===== config.mk =====
export PLATFORM = sky130hd
export DESIGN_NAME = ice40_himax_cam_emu_flat
export DESIGN_NICKNAME = d
export VERILOG_FILES = /design/src/rtl/ice40_himax_cam_emu_if.sv /design/src/rtl/ice40_himax_cam_emu.sv /design/src/flat_wrapper.sv
export SDC_FILE = /design/constraint.sdc
export NUM_CORES = 1
export LEC_CHECK = 0
export CAP_MARGIN = 25
export CORE_ASPECT_RATIO = 0.6
export CORE_UTILIZATION = 50
export DETAILED_ROUTE_END_ITERATION = 8
export PLACE_DENSITY = 0.71
export SETUP_SLACK_MARGIN = 0.2
export SLEW_MARGIN = 20
export SYNTH_ARGS = -nofsm -noshare
export SYNTH_HDL_FRONTEND = slang
export SYNTH_SLANG_ARGS = --single-unit

===== constraint.sdc =====
create_clock -name i_pclk_in -period 2.5 [get_ports i_pclk_in]
set_clock_uncertainty 0.1 [all_clocks]
set_input_delay 0.5 -clock i_pclk_in [delete_from_list [all_inputs] [get_ports i_pclk_in]]
set_output_delay 0.5 -clock i_pclk_in [all_outputs]
set_load 0.01 [all_outputs]

===== src/rtl/ice40_himax_cam_emu_if.sv =====
// Camera-side output bundle of the HiMax sensor emulator.
// The emulator drives the master modport; a sink or bench observes through slave.
interface ice40_himax_cam_emu_if;
    logic       o_cam_vsync;
    logic       o_cam_hsync;
    logic [7:0] o_cam_data;
    logic       o_frame_done;
    logic [7:0] o_frame_cnt;

    modport master (
        output o_cam_vsync,
        output o_cam_hsync,
        output o_cam_data,
        output o_frame_done,
        output o_frame_cnt
    );

    modport slave (
        input o_cam_vsync,
        input o_cam_hsync,
        input o_cam_data,
        input o_frame_done,
        input o_frame_cnt
    );
endinterface


===== src/rtl/ice40_himax_cam_emu.sv =====
// HiMax-style camera emulator: vsync / back porch / lines / front porch frame generator.
// Define CAM_EMU_FRMCNT_EN to mix the frame count into the pixel pattern.
//
// state    | meaning
// ---------+----------------------------------------------------------
// S_IDLE   | outputs low, frame count held, waiting for registered i_en
// S_VSYNC  | vsync high for VS_W cycles
// S_VBP    | V_BP quiet cycles before the first line, row reset to 0
// S_LINE   | hsync high for H_ACT cycles, pixel data = col+row(+frame)
// S_HBLK   | H_BLK quiet cycles, then next line or front porch
// S_VFP    | V_FP quiet cycles, frame_done + count bump on the last one
module ice40_himax_cam_emu #(
    parameter int H_ACT = 324,
    parameter int H_BLK = 16,
    parameter int V_ACT = 324,
    parameter int VS_W  = 8,
    parameter int V_BP  = 64,
    parameter int V_FP  = 4096
) (
    input  logic                         i_pclk_in,
    input  logic                         resetn,
    input  logic                         i_en,
    ice40_himax_cam_emu_if.master        cam
);

    localparam logic [9:0]  COL_LAST = 10'(H_ACT - 1);
    localparam logic [9:0]  ROW_LAST = 10'(V_ACT - 1);
    localparam logic [15:0] VS_LOAD  = 16'(VS_W - 1);
    localparam logic [15:0] VBP_LOAD = 16'(V_BP - 1);
    localparam logic [15:0] HBL_LOAD = 16'(H_BLK - 1);
    localparam logic [15:0] VFP_LOAD = 16'(V_FP - 1);

`ifdef CAM_EMU_FRMCNT_EN
    localparam bit FRMCNT_ADD = 1'b1;
`else
    localparam bit FRMCNT_ADD = 1'b0;
`endif

    typedef enum logic [2:0] {
        S_IDLE,
        S_VSYNC,
        S_VBP,
        S_LINE,
        S_HBLK,
        S_VFP
    } state_t;

    state_t      state;
    logic        en_q;
    logic [15:0] cnt;
    logic [9:0]  col;
    logic [9:0]  row;
    logic        vsync_q;
    logic        hsync_q;
    logic [7:0]  data_q;
    logic        frame_done_q;
    logic [7:0]  frame_cnt_q;

    function automatic logic [7:0] pix(input logic [9:0] c, input logic [9:0] r,
                                       input logic [7:0] fc);
        logic [9:0] sum;
        sum = c + r + (FRMCNT_ADD ? {2'b00, fc} : 10'd0);
        return sum[7:0];
    endfunction

    // Outputs are loaded together with the state they belong to, so they line up with it.
    always_ff @(posedge i_pclk_in or negedge resetn) begin
        if (!resetn) begin
            state        <= S_IDLE;
            en_q         <= 1'b0;
            cnt          <= 16'd0;
            col          <= 10'd0;
            row          <= 10'd0;
            vsync_q      <= 1'b0;
            hsync_q      <= 1'b0;
            data_q       <= 8'd0;
            frame_done_q <= 1'b0;
            frame_cnt_q  <= 8'd0;
        end else begin
            en_q         <= i_en;
            frame_done_q <= 1'b0;
            case (state)
                S_IDLE: begin
                    vsync_q <= 1'b0;
                    hsync_q <= 1'b0;
                    data_q  <= 8'd0;
                    col     <= 10'd0;
                    row     <= 10'd0;
                    if (en_q) begin
                        state   <= S_VSYNC;
                        vsync_q <= 1'b1;
                        cnt     <= VS_LOAD;
                    end
                end
                S_VSYNC: begin
                    if (cnt == 16'd0) begin
                        state   <= S_VBP;
                        vsync_q <= 1'b0;
                        cnt     <= VBP_LOAD;
                        row     <= 10'd0;
                    end else begin
                        cnt <= cnt - 16'd1;
                    end
                end
                S_VBP: begin
                    if (cnt == 16'd0) begin
                        state   <= S_LINE;
                        hsync_q <= 1'b1;
                        col     <= 10'd0;
                        data_q  <= pix(10'd0, row, frame_cnt_q);
                    end else begin
                        cnt <= cnt - 16'd1;
                    end
                end
                S_LINE: begin
                    if (col == COL_LAST) begin
                        state   <= S_HBLK;
                        hsync_q <= 1'b0;
                        data_q  <= 8'd0;
                        cnt     <= HBL_LOAD;
                    end else begin
                        col    <= col + 10'd1;
                        data_q <= pix(col + 10'd1, row, frame_cnt_q);
                    end
                end
                S_HBLK: begin
                    if (cnt == 16'd0) begin
                        if (row == ROW_LAST) begin
                            state <= S_VFP;
                            cnt   <= VFP_LOAD;
                            if (VFP_LOAD == 16'd0) begin
                                frame_done_q <= 1'b1;
                                frame_cnt_q  <= frame_cnt_q + 8'd1;
                            end
                        end else begin
                            state   <= S_LINE;
                            row     <= row + 10'd1;
                            col     <= 10'd0;
                            hsync_q <= 1'b1;
                            data_q  <= pix(10'd0, row + 10'd1, frame_cnt_q);
                        end
                    end else begin
                        cnt <= cnt - 16'd1;
                    end
                end
                S_VFP: begin
                    if (cnt == 16'd0) begin
                        if (en_q) begin
                            state   <= S_VSYNC;
                            vsync_q <= 1'b1;
                            cnt     <= VS_LOAD;
                        end else begin
                            state <= S_IDLE;
                        end
                    end else begin
                        cnt <= cnt - 16'd1;
                        // Pulse lands on the final front-porch cycle.
                        if (cnt == 16'd1) begin
                            frame_done_q <= 1'b1;
                            frame_cnt_q  <= frame_cnt_q + 8'd1;
                        end
                    end
                end
                default: begin
                    state   <= S_IDLE;
                    vsync_q <= 1'b0;
                    hsync_q <= 1'b0;
                    data_q  <= 8'd0;
                end
            endcase
        end
    end

    assign cam.o_cam_vsync  = vsync_q;
    assign cam.o_cam_hsync  = hsync_q;
    assign cam.o_cam_data   = data_q;
    assign cam.o_frame_done = frame_done_q;
    assign cam.o_frame_cnt  = frame_cnt_q;

endmodule


===== src/flat_wrapper.sv =====
// flat-port wrapper written by rule: the top's interface ports become plain ports
module ice40_himax_cam_emu_flat 
#(
    parameter int H_ACT = 324,
    parameter int H_BLK = 16,
    parameter int V_ACT = 324,
    parameter int VS_W  = 8,
    parameter int V_BP  = 64,
    parameter int V_FP  = 4096
)
  (i_pclk_in, resetn, i_en, cam_o_cam_vsync, cam_o_cam_hsync, cam_o_cam_data, cam_o_frame_done, cam_o_frame_cnt);
  ice40_himax_cam_emu_if cam_i ();
  input  logic i_pclk_in;
  input  logic resetn;
  input  logic i_en;
  output wire logic [$bits(cam_i.o_cam_vsync)-1:0] cam_o_cam_vsync;
  output wire logic [$bits(cam_i.o_cam_hsync)-1:0] cam_o_cam_hsync;
  output wire logic [$bits(cam_i.o_cam_data)-1:0] cam_o_cam_data;
  output wire logic [$bits(cam_i.o_frame_done)-1:0] cam_o_frame_done;
  output wire logic [$bits(cam_i.o_frame_cnt)-1:0] cam_o_frame_cnt;
  assign cam_o_cam_vsync = cam_i.o_cam_vsync;
  assign cam_o_cam_hsync = cam_i.o_cam_hsync;
  assign cam_o_cam_data = cam_i.o_cam_data;
  assign cam_o_frame_done = cam_i.o_frame_done;
  assign cam_o_frame_cnt = cam_i.o_frame_cnt;
  ice40_himax_cam_emu #(.H_ACT(H_ACT), .H_BLK(H_BLK), .V_ACT(V_ACT), .VS_W(VS_W), .V_BP(V_BP), .V_FP(V_FP)) u_core (.i_pclk_in(i_pclk_in), .resetn(resetn), .i_en(i_en), .cam(cam_i));
endmodule

==> impl_metrics.json, run 1 <==
{
  "status": "complete, but fails checks",
  "violations": "setup timing",
  "synth_area_leaders": "dfrtp_1 (35%), o21ai_0 (4.8%), nand2_1 (4.1%)",
  "dp_cells": 667,
  "grt_pass1_vias": 4085,
  "dieArea_sq_mm": 0.00876,
  "coreArea_sq_mm": 0.00798,
  "cts.sinks": 59,
  "setup_viol": 2,
  "regArea_sq_mm": 0.00148,
  "drive_gt1_share_pct": 27.4,
  "syn_area_per_cell_sq_um": 8.36,
  "grt_usage_pct": 31.7,
  "endpoint_kind": "register",
  "drtIter0Drc": 449,
  "num-fill-cells": 610,
  "worst_r2r_startpoint": "u_core.col[1]",
  "required_ps": 2620,
  "grt_pass1_wl_um": 21100,
  "area_growth_pct": 35.3,
  "pre_cts_ws_ps": -68.8,
  "multi_input_area_sq_mm": 0.00281,
  "fin_cells": 699,
  "num-nets-final": 603,
  "critical_path_arrival_ps": 2650,
  "reg2reg_depth": 10,
  "cts_root_buffer": "clkbuf_16",
  "path_class": "reg2reg",
  "synth_cell_type_count": 70,
  "viasPerCell": 6.39,
  "cts_made_buffers": 9,
  "holdPathEnd": "u_core.cam.o_frame_cnt[7]",
  "min_period_ps": 2530,
  "drcViolationCount": 0,
  "antenna_left": 0,
  "diodes": 0,
  "min_path_type": "reg2reg",
  "yosys-top-cells-count": "dfrtp_1 (59), nand2_1 (46), nor2_1 (44), o21ai_0 (40), a21oi_1 (34)",
  "clock.fmax_mhz": 395,
  "syn_nets": 518,
  "synth_seq_area_share_pct": 35.3,
  "synth_edf_count": 0,
  "rows": 25,
  "synth_area_leader_cell": "dfrtp_1",
  "r2r_end": "u_core.cam.o_cam_data[7]",
  "hold_viol_final": 0,
  "io_pins": 22,
  "tightest_slew_ps": 613,
  "dp_hpwl_um": 9480,
  "synth_cells": 501,
  "cap_violations": 0,
  "hold_start": "u_core.cam.o_frame_cnt[7]",
  "die_height_um": 72.9,
  "via_count": 4469,
  "antenna_found_initial": 0,
  "final.period_utilization_pct": 101,
  "overflow": 0,
  "synth_most_common_cell": "dfrtp_1",
  "clk_latency_ps": 340,
  "finalSetupTns_ps": -40.3,
  "start_util_pct": 52.5,
  "cp-start-kind": "register",
  "synth_top_flop_cell": "dfrtp_1",
  "htreeDepth": 3,
  "dieWidth_um": 120,
  "wirelength_um": 13200,
  "power_density_mw_per_mm2": 1110,
  "ir_drop_v": 0.000602,
  "leakagePower_nw": 2.46,
  "synth_top_area_share_pct": 35.3,
  "clk_pin_slew_ps": 60,
  "synthArstFlopShare_pct": 100,
  "synth_seq_cells": 59,
  "cts_buffer_depth": 2,
  "routedWlPerCell_um": 18.9,
  "slew_violations": 0,
  "synth_area_sq_mm": 0.00419,
  "rsz0062_at_grt": "yes",
  "dr.pass1.iters": 5,
  "whs_path_depth": 1,
  "postPlaceCellArea_sq_mm": 0.00495,
  "fin_area_sq_mm": 0.00566,
  "port_buffers": 21,
  "grt_max_degree": 33,
  "finalWorstSetupSlack_ps": -32.8,
  "r2r_slack_ps": -30,
  "cts_tree": "built",
  "place.gp.congestion": 0.975,
  "crit_path_max_fanout": 4,
  "slew_headroom_pct": 58.9,
  "yosysWarnings": 0
}
==> sequential cells by signal, summed over array words and instances, names as in the netlist <==
signal and cells:
u_core.cam.o_cam_data 8, u_core.cam.o_frame_cnt 8, u_core.cam.o_frame_done 1, u_core.state 3, u_core.cam.o_cam_vsync 1, u_core.en_q 1, u_core.row 10, u_core.cnt 16
u_core.cam.o_cam_hsync 1, u_core.col 10
==> critical path, stage by stage, from the launching register on <==
cell and delay [ps]:
dfrtp_1 390, ha_2 180, buf_4 150, xor2_1 150, ha_1 360, nand3_2 90, o211ai_1 300, o41ai_2 100
xnor2_1 200, mux2i_1 110, a221o_1 300
==> layout make-up <==
cell class | instances | share of cell area, %
well taps | 108 | 2.39
clock inverters | 4 | 0.839
repair buffers | 104 | 15.3
multi-input cells | 397 | 49.6
inverters | 15 | 0.994
flip-flops and latches | 59 | 26.2
clock buffers | 12 | 4.71
==> worst max-delay path by stage <==
stage	start	end	slack [ps]	cells past startpoint
floorplan	u_core.col[0]	u_core.cam.o_cam_data[7]	40	10
global placement	u_core.col[0]	u_core.cam.o_cam_data[7]	20	10
detailed placement	u_core.col[0]	u_core.cam.o_cam_data[7]	-70	10
CTS	u_core.col[0]	u_core.cam.o_cam_data[7]	-50	10
global route	u_core.col[1]	u_core.cam.o_cam_data[7]	-130	11
finish	u_core.col[1]	u_core.cam.o_cam_data[7]	-30	10
==> layer usage <==
layer | GRT usage, % | vias to the layer above | wire [um]
met4 | 8.61 | 0 | 196
met1 | 46.7 | 2130 | 6090
li1 | - | 2035 | -
met5 | 0 | - | 0
met3 | 10.2 | 34 | 1520
met2 | 44.1 | 270 | 5430
==> timing repair <==
item / CTS / global route
gates cloned: 0 / 0
hold endpoints to repair: 15 / 0
buffers inserted: 9 / 6
hold buffers: 1 / 0
pin swaps: 9 / 19
setup endpoints to repair: 45 / 42
resized for setup: 29 / 45
==> kinds of logic after synthesis <==
| logic type | share of synthesized area [%] |
|---|---|
| multiplexers | 1.02 |
| buffers and inverters | 4.30 |
| AND/OR/NAND/NOR | 23.0 |
| AO/OA/AOI/OAI | 26.4 |
| adder cells (fa/ha/maj) | 4.36 |
| flip-flops | 35.3 |
| XOR/XNOR | 5.65 |
==> metrics by stage <==
stage | util, % | hold slack (ps) | total power, mW
after floorplan | - | 104 | 3.27
after global placement | 62.1 | 327 | 4.37
after detailed placement | 62.1 | 342 | 4.44
after CTS | 68.3 | 369 | 5.94
after global routing | 71.0 | 398 | 6.61
final | 71.0 | 360 | 6.26
==> power breakdown <==
part	switching [mW]	total, mW	internal, mW
sequential	0.194	1.34	1.15
combinational	2.06	3.64	1.58
clock	0.431	1.28	0.848
total	2.69	6.26	3.58
==> cell usage in the layout (no fill, tap or decap), types with 6 or more instances in the layout <==
cell type / instances
nand3_1: 12
o21a_1: 7
clkbuf_16: 9
xor2_1: 7
inv_1: 12
dfrtp_1: 55
nand2_1: 43
and3_1: 8
nand4_1: 8
a31oi_1: 14
ha_1: 10
nor2_1: 42
a21o_1: 8
xnor2_1: 17
clkdlybuf4s50_1: 20
buf_6: 6
o31ai_1: 7
o21ai_0: 29
nor3_1: 10
nand2b_1: 7
a21oi_1: 30
a221o_1: 6
o21ai_1: 12
buf_4: 75
(Power assumes the default switching activity.)
==> run 2: changes to the inputs <==
--- a/config.mk
+++ b/config.mk
@@ -5,10 +5,11 @@
 export SDC_FILE = /design/constraint.sdc
 export NUM_CORES = 1
 export LEC_CHECK = 0
-export CAP_MARGIN = 25
+export CAP_MARGIN = 20
 export CORE_ASPECT_RATIO = 0.6
 export CORE_UTILIZATION = 50
 export DETAILED_ROUTE_END_ITERATION = 8
+export MAX_ROUTING_LAYER = met4
 export PLACE_DENSITY = 0.71
 export SETUP_SLACK_MARGIN = 0.2
 export SLEW_MARGIN = 20
==> run 2 against run 1 <==
Compared with the run above: the run now ends clean; combinational power rose by 5.8%; final area is 3.9% higher; clock-buffer cell count rose by 1; global-route usage is 1.1 points higher; final cell count rose by 1.4%; critical path depth is the same; maximum frequency grew 1.8%; sequential power is essentially flat; worst setup slack gained 44 ps; register-to-register slack improved by 40 ps; critical path type unchanged; critical endpoint unchanged; highest routed layer unchanged.
==> impl_metrics.json, run 2 (synthesized netlist as in run 1, its figures left out) <==
{
  "clock.fmax_mhz": 402,
  "tightest_slew_ps": 632,
  "drcViolationCount": 0,
  "grt_pass1_wl_um": 21200,
  "clk_pin_slew_ps": 60,
  "cts_root_buffer": "clkbuf_16",
  "io_pins": 22,
  "drtIter0Drc": 525,
  "rows": 25,
  "crit_path_max_fanout": 4,
  "cap_violations": 0,
  "final_cell_mix": "buf_4 (76), dfrtp_1 (54), nand2_1 (45)",
  "min_period_ps": 2490,
  "regArea_sq_mm": 0.00148,
  "antenna_left": 0,
  "overflow": 0,
  "start_util_pct": 52.5,
  "cts.sinks": 59,
  "finalSetupTns_ps": 0,
  "leakagePower_nw": 2.54,
  "num-fill-cells": 564,
  "cts_buffer_depth": 2,
  "clk_latency_ps": 340,
  "slew_violations": 0,
  "multi_input_area_sq_mm": 0.00290,
  "port_buffers": 21,
  "setup_viol": 0,
  "area_growth_pct": 40.5,
  "cts_made_buffers": 9,
  "via_count": 4533,
  "wirelength_um": 13900,
  "viasPerCell": 6.39,
  "hold_viol_final": 0,
  "p_total_mw": 6.49,
  "place.gp.congestion": 0.956,
  "rsz0062_at_grt": "yes",
  "regMostFlops": "u_core.cnt",
  "antenna_found_initial": 0,
  "largest_register_ffs": 16,
  "dieWidth_um": 120,
  "grt_max_degree": 33,
  "final.period_utilization_pct": 99.6,
  "grt_pass1_vias": 4106,
  "coreArea_sq_mm": 0.00798,
  "reg.largest.list": "u_core.cnt: 16 flops, u_core.col: 10 flops, u_core.row: 10 flops",
  "ir_drop_v": 0.000630,
  "required_ps": 2630,
  "num-nets-final": 613,
  "slew_headroom_pct": 57.4,
  "grt_usage_pct": 32.8,
  "routedWlPerCell_um": 19.6,
  "htreeDepth": 3,
  "power_density_mw_per_mm2": 1100,
  "final_core_util_pct": 73.8,
  "diodes": 0,
  "min_path_type": "reg2reg",
  "status": "completed",
  "die_height_um": 72.9,
  "endpoint_kind": "register",
  "final_common_cell": "buf_4",
  "cp-start-kind": "register",
  "dieArea_sq_mm": 0.00876,
  "path_class": "reg2reg",
  "drive_gt1_share_pct": 30.4,
  "critical_path_arrival_ps": 2620,
  "dr.pass1.iters": 7,
  "cts_tree": "built",
  "dp_hpwl_um": 9670
}
## run 2: final timing paths
kind	start	end	slack (ps)	cells after the start
max	u_core.col[0]	u_core.cam.o_cam_data[7]	10	10
min	u_core.cam.o_cam_data[3]	u_core.cam.o_cam_data[3]	380	2
max reg2reg	u_core.col[0]	u_core.cam.o_cam_data[7]	10	10
min reg2reg	u_core.cam.o_cam_data[3]	u_core.cam.o_cam_data[3]	380	2
max in group asynchronous	resetn	u_core.cnt[2]	1100	3
min in group asynchronous	resetn	u_core.cam.o_cam_data[7]	520	2
## run 2: final cells by class
cell class | count | area share [%]
multi-input cells | 397 | 49.3
repair buffers | 114 | 16.9
well taps | 108 | 2.30
clock buffers | 13 | 4.59
clock inverters | 3 | 0.766
flip-flops and latches | 59 | 25.2
inverters | 15 | 0.957
## run 2: metrics by stage
stage	cells	setup slack (ps)	cell area, sq um	hold slack, ps
4_1_cts	698	29.7	5550	382
5_1_grt	709	-76.5	5880	401
2_1_floorplan	501	39.3	4230	104
3_3_place_gp	667	-65.3	4950	348
6_report	709	11.1	5880	377
3_5_place_dp	667	-108	4950	359
## run 2: metal layers
metal / routed length [um] / share of wire [%] / global-route usage, % / up-vias
li1: - / - / - / 2054
met3: 1690 / 12 / 10.5 / 28
met5: 0 / 0 / - / -
met1: 6230 / 45 / 46.1 / 2169
met4: 174 / 1.3 / 10.0 / 0
met2: 5780 / 42 / 44.4 / 282
## run 2: worst max-delay path, cell delays in order (launching register included)
cell and delay, ps:
dfrtp_1 380, ha_2 200, and3_4 210, xor2_4 170, ha_4 300, nand3_2 70, o211ai_1 260, o41ai_2 110
xnor2_1 190, mux2i_1 100, a221o_1 290
## run 2: power by group
| part | switching (mW) | leakage (nW) | internal, mW | total (mW) |
|---|---|---|---|---|
| combinational | 2.16 | 1.60 | 1.68 | 3.85 |
| sequential | 0.194 | 0.788 | 1.15 | 1.34 |
| clock | 0.448 | 0.148 | 0.852 | 1.30 |
## run 2: timing repair
item,CTS,global route
setup endpoints to repair,46,39
pin swaps,10,21
gates resized for setup,33,59
hold buffers,1,0
setup buffers,14,10
cloned,0,1
endpoints found under the hold margin,6,0
